===== config.mk =====
export PLATFORM = sky130hd
export DESIGN_NAME = serial_sub
export DESIGN_NICKNAME = d
export VERILOG_FILES = /design/src/rtl/serial_sub_pkg.sv /design/src/rtl/serial_sub_fa_bit.sv /design/src/rtl/serial_sub.sv
export SDC_FILE = /design/constraint.sdc
export NUM_CORES = 1
export LEC_CHECK = 0
export BUFFER_PORTS_ARGS = -buffer_cell sky130_fd_sc_hd__buf_2
export CAP_MARGIN = 15
export CORE_MARGIN = 5
export CORE_UTILIZATION = 45
export CTS_CLUSTER_SIZE = 8
export DETAILED_ROUTE_END_ITERATION = 8
export PLACE_DENSITY = 0.66
export SYNTH_ARGS = -nofsm -noshare
export SYNTH_HDL_FRONTEND = slang
export SYNTH_SLANG_ARGS = --single-unit

===== constraint.sdc =====
create_clock -name clk -period 3 [get_ports clk]
set_input_delay 0.15 -clock clk [delete_from_list [all_inputs] [get_ports clk]]
set_output_delay 0.15 -clock clk [all_outputs]
set_load 0.01 [all_outputs]

===== src/rtl/serial_sub_pkg.sv =====
// Shared types and helpers for the bit-serial signed subtractor.
package serial_sub_pkg;

  typedef enum logic {IDLE, RUN} sub_state_t;

  // Bits needed for a counter that must hold the values 0..width.
  function automatic int cnt_width(input int width);
    return $clog2(width + 1);
  endfunction

endpackage


===== src/rtl/serial_sub_fa_bit.sv =====
// Combinational 1-bit full adder used as the serial arithmetic slice.
module fa_bit (
  input  logic a,
  input  logic b,
  input  logic cin,
  output logic s,
  output logic cout
);

  assign s    = a ^ b ^ cin;
  assign cout = (a & b) | (a & cin) | (b & cin);

endmodule


===== src/rtl/serial_sub.sv =====
// Bit-serial signed subtractor D = X - Y, LSB first, n+1-bit exact result.
// Optional zero flag output Z is enabled by defining SERIAL_SUB_ZERO_FLAG_EN.
module serial_sub
  import serial_sub_pkg::*;
#(
  parameter int n = 4
) (
  input  logic                clk,
  input  logic                rst,
  input  logic                start,
  input  logic signed [n-1:0] X,
  input  logic signed [n-1:0] Y,
  output logic                busy,
  output logic                done,
  output logic signed [n:0]   D
`ifdef SERIAL_SUB_ZERO_FLAG_EN
  ,
  output logic                Z
`endif
);

  localparam int KW = cnt_width(n);
  localparam logic [KW-1:0] K_LAST = KW'(n);

  sub_state_t    state_q, state_d;
  logic [n:0]    a_q, a_d;
  logic [n:0]    b_q, b_d;
  logic [n:0]    r_q, r_d;
  logic [n:0]    d_q, d_d;
  logic [KW-1:0] k_q, k_d;
  logic          c_q, c_d;
  logic          busy_q, busy_d;
  logic          done_q, done_d;
  logic          z_q, z_d;
  logic          sum_s;
  logic          cout_s;

  fa_bit u_fa (
    .a    (a_q[0]),
    .b    (b_q[0]),
    .cin  (c_q),
    .s    (sum_s),
    .cout (cout_s)
  );

  // Next-state logic; B holds ~Y and the carry starts at 1 to form X + ~Y + 1.
  always_comb begin
    state_d = state_q;
    a_d     = a_q;
    b_d     = b_q;
    r_d     = r_q;
    d_d     = d_q;
    k_d     = k_q;
    c_d     = c_q;
    busy_d  = busy_q;
    done_d  = 1'b0;
    z_d     = z_q;
    case (state_q)
      IDLE: begin
        if (start) begin
          a_d     = {X[n-1], X};
          b_d     = ~{Y[n-1], Y};
          c_d     = 1'b1;
          k_d     = {KW{1'b0}};
          busy_d  = 1'b1;
          state_d = RUN;
        end else begin
          busy_d  = 1'b0;
          state_d = IDLE;
        end
      end
      RUN: begin
        a_d = {1'b0, a_q[n:1]};
        b_d = {1'b0, b_q[n:1]};
        c_d = cout_s;
        r_d = {sum_s, r_q[n:1]};
        k_d = k_q + KW'(1);
        if (k_q == K_LAST) begin
          d_d     = {sum_s, r_q[n:1]};
          z_d     = ({sum_s, r_q[n:1]} == {(n+1){1'b0}});
          done_d  = 1'b1;
          busy_d  = 1'b0;
          state_d = IDLE;
        end else begin
          state_d = RUN;
        end
      end
      default: begin
        busy_d  = 1'b0;
        state_d = IDLE;
      end
    endcase
  end

  // State registers with synchronous reset taking priority.
  always_ff @(posedge clk) begin
    if (rst) begin
      state_q <= IDLE;
      a_q     <= {(n+1){1'b0}};
      b_q     <= {(n+1){1'b0}};
      r_q     <= {(n+1){1'b0}};
      d_q     <= {(n+1){1'b0}};
      k_q     <= {KW{1'b0}};
      c_q     <= 1'b0;
      busy_q  <= 1'b0;
      done_q  <= 1'b0;
      z_q     <= 1'b0;
    end else begin
      state_q <= state_d;
      a_q     <= a_d;
      b_q     <= b_d;
      r_q     <= r_d;
      d_q     <= d_d;
      k_q     <= k_d;
      c_q     <= c_d;
      busy_q  <= busy_d;
      done_q  <= done_d;
      z_q     <= z_d;
    end
  end

  assign busy = busy_q;
  assign done = done_q;
  assign D    = d_q;

`ifdef SERIAL_SUB_ZERO_FLAG_EN
  assign Z = z_q;
`else
  logic unused_z_s;
  assign unused_z_s = z_q;
`endif

endmodule

==> impl_metrics.py <==
metrics = {
    "logic_synthesis": {
        "syn_area_mm2": 0.00111,
        "synthMuxAreaShare": 0.0810,
        "synth_top_family_by_area": "simple AND/OR/NAND/NOR gates",
        "syn_area_per_cell_um2": 9.12,
        "synth_cells": 122,
        "synth_cell_types": 25,
        "yosys.area_share.xor_xnor": 0.00787,
        "syn-num-nets": 136,
        "synth.ff_latch_count": 26,
        "synth_adder_area_share": 0.0405,
        "yosys.area_share.simple": 0.234,
        "yosysSeqAreaShare": 0.468,
        "synth-compound-area-share": 0.0990,
        "yosys_warnings": 0,
    },
    "global_route": {
        "grt_max_degree": 26,
        "antenna_found_initial": 0,
        "overflow": 0,
        "grt_use_total": 0.116,
        "grt_first_pass_wirelength_mm": 3.19,
        "grt_pass1_vias": 787,
    },
    "clock_tree": {
        "htree_num_levels": 1,
        "cts_buffer_depth": 2,
        "clkTransAtPathRegs_ns": 0.13,
        "post-cts-setup-buffers": 0,
        "cts_tree": "built",
        "root_buffer": "clkbuf_4",
        "cts-resized-gates": 0,
        "cts.sinks": 26,
        "clk_latency_ns": 0.31,
        "cts_hold_buf": 0,
        "cts_buffers": 3,
    },
    "timing": {
        "whs_ns": 0.0826,
        "finalSetupViolations": 0,
        "finalHoldViolations": 0,
        "max_freq_mhz": 714,
        "final_max_slew_viol_count": 0,
        "fin_setup_tns_ns": 0,
        "rsz0062_at_grt": "no",
        "worst_pin_slew_ns": 0.623,
        "layout_min_cycle_time_ns": 1.40,
        "maxSlewHeadroom": 0.584,
        "finalWorstSetupSlack_ns": 1.60,
        "fin_worst_skew_ns": 0.00461,
        "period_share": 0.467,
    },
    "critical_path": {
        "path_class": "flop to flop",
        "required_ns": 3.20,
        "cp-end-kind": "flop",
        "path_max_fanout": 18,
        "cp.arrival_ns": 1.60,
        "startpoint_type": "flop",
        "r2r_cells": 3,
    },
    "flow_run": {
        "cap_violations": 0,
    },
    "finish": {
        "mostFrequentLayoutCell": "dfxtp_1",
        "fin_area_mm2": 0.00121,
        "nets": 150,
        "most-common-layout-cells": "26 x dfxtp_1, 23 x nand2_1, 17 x buf_2",
        "synthToLayoutAreaGrowth_pct": 8.66,
        "diodes": 0,
        "n_fill_cell": 236,
        "layout-drive-gt1-share": 0.200,
        "regArea_um2": 520,
        "fin_cells": 165,
        "multi_input_area_um2": 514,
    },
    "floorplanning": {
        "core.rowCount": 18,
        "design.core.area_mm2": 0.00241,
        "fp.dieW_um": 59.7,
        "dieHeight_um": 59.7,
        "dieArea_mm2": 0.00357,
        "io_pins": 18,
        "start_util": 0.462,
    },
    "power": {
        "switching_share": 0.235,
        "p_clk_frac": 0.283,
        "comb_power_share": 0.100,
        "max-vdd-ir-drop_mv": 0.295,
        "p_int_uw": 464,
        "power.leakage_uw": 0.000513,
        "p_sw_uw": 143,
        "cellPowerDensity_mw_per_mm2": 502,
        "sequentialPowerShare": 0.617,
    },
    "routing": {
        "drt_iter0_drc": 6,
        "wirelength_mm": 1.83,
        "drt-wirelength-per-cell_um": 11.1,
        "drt_drc_violations_left": 0,
        "routed-via-count": 816,
        "postRouteAntennaNets": 0,
        "routed_via_density": 4.95,
        "firstDrtPassIters": 3,
    },
    "outcome": {
        "run_status": "finished clean",
    },
    "min_path": {
        "holdPathStages": 3,
        "min_path_type": "input pin to flop",
    },
    "placement": {
        "dp_slack_ns": 1.62,
        "gp_congestion": 0.693,
        "post-place-cells": 161,
        "post-dp-hpwl_mm": 1.30,
        "placed_area_mm2": 0.00117,
        "port-buffer-count": 17,
    },
}
==> final cells by class <==
type / count / share of cell area
clock buffer: 4 / 0.0300
tap: 30 / 0.0311
inverter: 2 / 0.00621
sequential: 26 / 0.431
timing repair buffer: 18 / 0.0766
multi-input combinational: 85 / 0.425
==> power by group through the flow <==
stage	Combinational [uW]	Sequential (uW)	Clock [uW]
after floorplan	55.8	376	0
after global placement	59.4	381	0
after detailed placement	61.7	382	0
after CTS	61.9	375	180
after global routing	69.6	378	195
final	60.6	374	172
==> worst paths after layout <==
check	startpoint	endpoint	slack, ns
max	state_q$_SDFF_PP0_	D[1]$_SDFFE_PP0P_	1.60
min	X[3]	a_q[4]$_SDFFE_PP0P_	0.08
max reg2reg	state_q$_SDFF_PP0_	D[1]$_SDFFE_PP0P_	1.60
min reg2reg	D[2]$_SDFFE_PP0P_	D[2]$_SDFFE_PP0P_	0.47
==> cell usage after synthesis <==
master / n / area share
nor2b_1: 3 / 0.017
nor3b_2: 4 / 0.045
a21oi_1: 9 / 0.040
o22ai_1: 4 / 0.022
o21ai_1: 3 / 0.013
and3_1: 1 / 0.0056
inv_1: 2 / 0.0068
o21ai_0: 5 / 0.022
nand3_1: 2 / 0.0090
xor2_1: 1 / 0.0079
buf_4: 1 / 0.0068
dfxtp_1: 26 / 0.47
fa_1: 1 / 0.018
nor3_1: 2 / 0.0090
buf_2: 2 / 0.0090
nand2b_1: 1 / 0.0056
nand2_1: 23 / 0.078
mux2i_1: 9 / 0.081
clkbuf_1: 2 / 0.0068
ha_1: 2 / 0.022
nor2_1: 11 / 0.037
nor3_2: 1 / 0.0090
buf_6: 4 / 0.040
or2_0: 1 / 0.0056
and2b_1: 2 / 0.013
==> metal layers <==
layer  routed length [um]  share of wire  global-route usage
met4                   12         0.0066              0.0570
met3                   64          0.035              0.0238
met2                  905           0.50               0.188
met5                    0              0                   0
met1                  843           0.46               0.144
==> flip-flops by register name, summed over array words and instances (netlist names) <==
register  count
D             5
a_q           5
b_q           5
busy          1
c_q           1
done          1
k_q           3
r_q           4
state_q       1
==> metrics by stage <==
stage / total power [uW] / utilization
after floorplan: 432 / -
after global placement: 441 / 0.487
after detailed placement: 444 / 0.487
after CTS: 617 / 0.502
after global routing: 642 / 0.502
final: 607 / 0.502
==> cell families (layout without fill, tap and decap cells) <==
kind of cell    after synthesis  count (layout)
xor+xnor                      1               1
buf+inv                      11              24
fa+ha+maj                     3               3
simple gates                 51              51
compound gates               21              21
mux                           9               9
flops                        26              26
==> critical path: stages (launching register included) <==
cell and delay (ns):
dfxtp_1 0.74, nand3_1 0.32, nand2_1 0.15, a21oi_1 0.07
Power figures use the tool's default switching activity.
